[src/rtl/iob_pcie_tx_arbiter.sv]
// Round-robin arbiter sharing one PCIe TX channel between N_REQ requesters.
// Each grant runs request -> ack wait -> data stream -> release, with an ack timeout.
module iob_pcie_tx_arbiter #(
  parameter int N_REQ       = 2,
  parameter int DATA_W      = 32,
  parameter int ACK_TIMEOUT = 1024
) (
  input  logic                    clk,
  input  logic                    rst,
  input  logic [N_REQ-1:0]        req_valid,
  input  logic [N_REQ*32-1:0]     req_len,
  input  logic [N_REQ-1:0]        req_last,
  input  logic [N_REQ*DATA_W-1:0] req_data,
  input  logic [N_REQ-1:0]        req_data_valid,
  output logic [N_REQ-1:0]        req_data_ren,
  output logic [N_REQ-1:0]        req_grant,
  output logic [N_REQ-1:0]        req_done,
  output logic                    chnl_tx,
  input  logic                    chnl_tx_ack,
  output logic                    chnl_tx_last,
  output logic [31:0]             chnl_tx_len,
  output logic [30:0]             chnl_tx_off,
  output logic [DATA_W-1:0]       chnl_tx_data,
  output logic                    chnl_tx_data_valid,
  input  logic                    chnl_tx_data_ren,
  output logic                    timeout_err,
  input  logic                    err_clr
);

  localparam int IDX_W = $clog2(N_REQ);
  localparam int TMR_W = $clog2(ACK_TIMEOUT);
  localparam logic [IDX_W:0]   N_REQ_W  = (IDX_W+1)'(N_REQ);
  localparam logic [TMR_W-1:0] TMR_LAST = TMR_W'(ACK_TIMEOUT - 1);

  typedef enum logic [1:0] {IDLE, ACK_WAIT, XFER, DONE} state_t;

  state_t            state;
  logic [IDX_W-1:0]  rr_ptr;
  logic [IDX_W-1:0]  winner;
  logic [IDX_W-1:0]  winner_next;
  logic [TMR_W-1:0]  timer;
  logic [31:0]       word_cnt;

  logic              pick_found;
  logic [IDX_W-1:0]  pick_idx;
  logic [IDX_W:0]    cand_sum;
  logic [IDX_W-1:0]  cand;
  logic [31:0]       pick_len;
  logic              pick_last;
  logic [DATA_W-1:0] win_data;
  logic              win_valid;
  logic              in_xfer;
  logic              xfer_beat;
  logic              timer_hit;

  // Scan from rr_ptr upward, wrapping, and take the first requester asking.
  always_comb begin
    pick_found = 1'b0;
    pick_idx   = '0;
    cand_sum   = '0;
    cand       = '0;
    for (int i = 0; i < N_REQ; i++) begin
      cand_sum = {1'b0, rr_ptr} + (IDX_W+1)'(i);
      if (cand_sum >= N_REQ_W) cand_sum = cand_sum - N_REQ_W;
      cand = cand_sum[IDX_W-1:0];
      if (!pick_found && req_valid[cand]) begin
        pick_found = 1'b1;
        pick_idx   = cand;
      end
    end
  end

  always_comb begin
    pick_len  = '0;
    pick_last = 1'b0;
    win_data  = '0;
    win_valid = 1'b0;
    for (int i = 0; i < N_REQ; i++) begin
      if (pick_idx == IDX_W'(i)) begin
        pick_len  = req_len[i*32 +: 32];
        pick_last = req_last[i];
      end
      if (winner == IDX_W'(i)) begin
        win_data  = req_data[i*DATA_W +: DATA_W];
        win_valid = req_data_valid[i];
      end
    end
  end

  assign in_xfer            = (state == XFER);
  assign chnl_tx_data       = in_xfer ? win_data : '0;
  assign chnl_tx_data_valid = in_xfer & win_valid;
  assign xfer_beat          = chnl_tx_data_valid & chnl_tx_data_ren;
  assign chnl_tx_off        = '0;
  assign timer_hit          = (timer == TMR_LAST);
  assign winner_next        = (winner == IDX_W'(N_REQ - 1)) ? '0 : winner + IDX_W'(1);

  always_comb begin
    req_data_ren = '0;
    for (int i = 0; i < N_REQ; i++)
      req_data_ren[i] = in_xfer && chnl_tx_data_ren && (winner == IDX_W'(i));
  end

  // Ack in the same cycle as the timeout expiry wins; a timeout releases without req_done.
  always_ff @(posedge clk or negedge rst) begin
    if (!rst) begin
      state        <= IDLE;
      rr_ptr       <= '0;
      winner       <= '0;
      timer        <= '0;
      word_cnt     <= '0;
      chnl_tx      <= 1'b0;
      chnl_tx_len  <= '0;
      chnl_tx_last <= 1'b0;
      req_grant    <= '0;
      req_done     <= '0;
      timeout_err  <= 1'b0;
    end else begin
      if (err_clr) timeout_err <= 1'b0;
      case (state)
        IDLE: begin
          if (pick_found) begin
            winner       <= pick_idx;
            chnl_tx_len  <= pick_len;
            chnl_tx_last <= pick_last;
            chnl_tx      <= 1'b1;
            req_grant    <= N_REQ'(1) << pick_idx;
            timer        <= '0;
            state        <= ACK_WAIT;
          end
        end
        ACK_WAIT: begin
          if (chnl_tx_ack) begin
            word_cnt <= '0;
            if (chnl_tx_len == '0) begin
              state    <= DONE;
              chnl_tx  <= 1'b0;
              req_done <= req_grant;
            end else begin
              state <= XFER;
            end
          end else if (timer_hit) begin
            state        <= IDLE;
            chnl_tx      <= 1'b0;
            req_grant    <= '0;
            chnl_tx_len  <= '0;
            chnl_tx_last <= 1'b0;
            timeout_err  <= 1'b1;
            rr_ptr       <= winner_next;
          end else begin
            timer <= timer + TMR_W'(1);
          end
        end
        XFER: begin
          if (xfer_beat) begin
            word_cnt <= word_cnt + 32'd1;
            if (word_cnt + 32'd1 == chnl_tx_len) begin
              state    <= DONE;
              chnl_tx  <= 1'b0;
              req_done <= req_grant;
            end
          end
        end
        DONE: begin
          state        <= IDLE;
          req_done     <= '0;
          req_grant    <= '0;
          chnl_tx_len  <= '0;
          chnl_tx_last <= 1'b0;
          rr_ptr       <= winner_next;
        end
        default: state <= IDLE;
      endcase
    end
  end

endmodule

[config.mk]
export PLATFORM = sky130hd
export DESIGN_NAME = iob_pcie_tx_arbiter
export DESIGN_NICKNAME = d
export VERILOG_FILES = /design/src/rtl/iob_pcie_tx_arbiter.sv
export SDC_FILE = /design/constraint.sdc
export NUM_CORES = 1
export LEC_CHECK = 0
export ABC_AREA = 1
export CAP_MARGIN = 0
export CORE_MARGIN = 2
export CORE_UTILIZATION = 35
export DETAILED_ROUTE_END_ITERATION = 8
export PLACE_DENSITY_LB_ADDON = 0.08
export SYNTH_ARGS = -nofsm -noshare
export SYNTH_HDL_FRONTEND = slang
export SYNTH_SLANG_ARGS = --single-unit
[constraint.sdc]
create_clock -name clk -period 2 [get_ports clk]
set_input_delay 0.4 -clock clk [delete_from_list [all_inputs] [get_ports clk]]
set_output_delay 0.4 -clock clk [all_outputs]
set_load 0.05 [all_outputs]
==> flow_summary_export.csv <==
group,metric,value,unit
final_layout,nFillCells,1379,
grt,first_global_vias,8099,
route,first_pass_iters,8,
synthesis,synth-edff-count,0,
floorplan,die_h,139.5,um
grt,grt.overflow.total,0,
timing,worst_slack,-0.3613,ns
placement,dp_hpwl,20930,um
synthesis,ys_top_cells_by_area,"dfrtp_1 33%, nand2_1 14%, inv_1 8.1%, nor2_1 7.8%, nand3_1 5.5%",
grt,grt_pass1_wl,43870,um
synthesis,synth.largest_area_cell,"dfrtp_1",
final_layout,stdcell_count,1619,
timing,fmax,423.5,MHz
final_layout,regArea,2130,um2
clocking,numCtsBuffers,9,
synthesis,syn_area,6429,um2
final_layout,multiInputGateArea,4808,um2
final_layout,drive_gt1_share,38.99,%
worst_setup_path,path_common_cell,"nand2_1",
final_layout,nNetsFinal,1530,
synthesis,synthDistinctLibCells,38,
synthesis,async_flop_share,100.0,%
clocking,cts_sinks,85,
synthesis,syn_area_per_cell,6.614,um2
route,drt_wl_total,30690,um
grt,grt_max_degree,35,
grt,antenna_found_initial,1,
placement,placed_area,9962,um2
worst_setup_path,critPathLaunch,"word_cnt[0]",
synthesis,synth_cells,972,
worst_setup_path,crit_chain,"buf_6, inv_2, nor2_4, buf_6, nand2_4, nor2_4, nand2_1, nand2_1, nand2_1, nand2_1, nand2_1, nor2_1, nand2_1, nor2_2, nand3_2, nand2_4, nand2_4, nand2_2, o21ai_1",
synthesis,synth_common_cells,"242 x nand2_1, 138 x inv_1, 134 x nor2_1",
min_path,worstHoldStart,"chnl_tx_last",
route,post_drt_wl_per_cell,18.96,um
flow_run,cap_violations,0,
floorplan,die_w,139.5,um
pwr,irDropWorstVdd,0.9131,mV
pwr,power_leakage,5.615,nW
final_layout,antenna_cells,0,
floorplan,initial_core_util,35.79,%
final_layout,fin_area,12610,um2
placement,dp.cells,1536,
worst_setup_path,crit_fanout,8,
floorplan,rows,49,
timing,layout_worst_path_cycle_share,118.1,%
clocking,clk_latency,0.37,ns
timing,slew_viol_final,0,
worst_setup_path,start_kind,"register",
worst_setup_path,critPathMaxStageDelay,0.37,ns
route,first_iter_violations,696,
synthesis,ys.flop_type,"dfrtp_1",
timing,worst_pin_slew,0.5207,ns
route,via_count,8405,
run_status,violations,"negative setup slack",
floorplan,pin_count,244,
grt,globalRouteTotalUtil,28.77,%
synthesis,ys_seq_elements,85,
clocking,clk_pin_slew,0.07,ns
synthesis,yosys.area.top_type_share,33.09,%
clocking,cts_root_buffer,"clkbuf_16",
timing,hold_viol,0,
floorplan,core-area,17960,um2
timing,setup_viol,114,
placement,port-buffer-count,212,
timing,period_needed,2.361,ns
pwr,p_per_area,1196,nW/um2
synthesis,synth-seq-area-share,33.09,%
clocking,cts_tree,"done",
placement,routabilityCongestion,0.9226,
final_layout,area_delta_synth_final,96.22,%
worst_setup_path,required,2.24,ns
run_status,outcome,"complete, but fails checks",
route,viasPerCell,5.191,
worst_setup_path,cp_slowest_cell,"dfrtp_1",
synthesis,yosys.cell_count.top_type,"nand2_1",
floorplan,die_area,19470,um2
worst_setup_path,crit_path_end_kind,"register",
min_path,hp-class,"register to register",
timing,rsz0062_at_grt,"yes",
worst_setup_path,reg2reg_from,"word_cnt[0]",
worst_setup_path,arrival,2.60,ns
clocking,clock_path_buffers,2,
timing,slew_headroom,65.18,%
route,drc,0,
timing,worst_hold_slack,0.5003,ns
clocking,htreeDepth,3,
synthesis,ys_warn_count,0,
timing,finClkSkew,0.01189,ns
worst_setup_path,setup.worst_path.class,"register to register",
route,ant_nets,0,
[final cells by class]
type / count / area share [%]
Clock buffer: 12 / 2.113
Timing Repair Buffer: 435 / 35.89
Tap cell: 229 / 2.271
Inverter: 143 / 4.374
Clock inverter: 4 / 0.3571
Sequential cell: 85 / 16.88
Multi-Input combinational cell: 711 / 38.12
[cell usage in the layout (no fill, tap or decap), drive strengths merged, types with 31 or more instances in the layout]
master	synthesis	layout
buf	43	279
clkdlybuf4s50	0	144
conb	1	31
dfrtp	85	85
inv	141	141
nand2	257	257
nand3	74	74
nand4	39	39
nor2	150	150
o21ai	59	59
o221ai	33	33
[worst max-delay path: cells and delay by family (launching register included)]
family / cells / cell delay [ns]
compound gates: 1 / 0.07
buf+inv: 3 / 0.30
flops: 1 / 0.37
simple gates: 15 / 1.48
[metal layers]
| layer | routed length [um] | vias to the layer above | global-route usage, % |
|---|---|---|---|
| met4 | 1112 | 2 | 7.815 |
| met5 | 12 | - | 0 |
| met2 | 15390 | 341 | 49.59 |
| li1 | - | 3964 | - |
| met1 | 12210 | 4034 | 36.64 |
| met3 | 1964 | 64 | 5.988 |
[metrics by stage]
step / utilization (%) / setup slack (ns) / TNS [ns] / total power [W]
3_5_place_dp: 55.46 / -0.4165 / -8.601 / 0.009641
3_3_place_gp: 55.46 / -0.4198 / -7.228 / 0.009628
5_1_grt: 70.22 / -0.5595 / -25.33 / 0.01568
6_report: 70.22 / -0.3613 / -17.84 / 0.01509
2_1_floorplan: - / -0.08049 / -0.3704 / 0.006759
4_1_cts: 62.59 / -0.3167 / -4.598 / 0.01277
[report_power, final]
group,internal [W],leakage (nW),switching [W]
clock,0.00106,0.158,0.000760
sequential,0.00211,1.14,0.000413
combinational,0.00455,4.32,0.00619
[state kept, by name, summed over array words and instances, names as in the netlist, named ones only]
name	flops
chnl_tx_len	32
chnl_tx_last	1
chnl_tx	1
rr_ptr	1
req_grant	2
state	1
word_cnt	32
timeout_err	1
timer	10
req_done	2
winner	1
[worst paths after layout]
kind                                endpoint  depth (start not counted)  slack [ns]
worst max register to register   req_done[1]                         19       -0.36
worst max-delay path             req_done[1]                         19       -0.36
worst min-delay path            chnl_tx_last                          2        0.50
min in group asynchronous        word_cnt[0]                          2        0.52
worst min register to register  chnl_tx_last                          2        0.50
max in group asynchronous           timer[3]                          3        0.92
[logic make-up (layout without fill, tap and decap cells)]
group,after synthesis,count (layout),share of synthesized area (%)
AND/OR/NAND/NOR,535,535,37.04
buffers and inverters,206,594,14.32
AO/OA/AOI/OAI,134,134,13.22
flip-flops,85,85,33.09
adder cells (fa/ha/maj),6,6,1.168
XOR/XNOR,5,5,1.109
other,1,31,0.05833
[timing repair]
action	CTS	global route
setup buffers	26	30
hold endpoints to repair	13	0
hold buffers	1	0
setup endpoints to repair	86	111
pin swaps	32	57
gates cloned	6	10
resized for setup	176	192
Power figures use the tool's default switching activity.
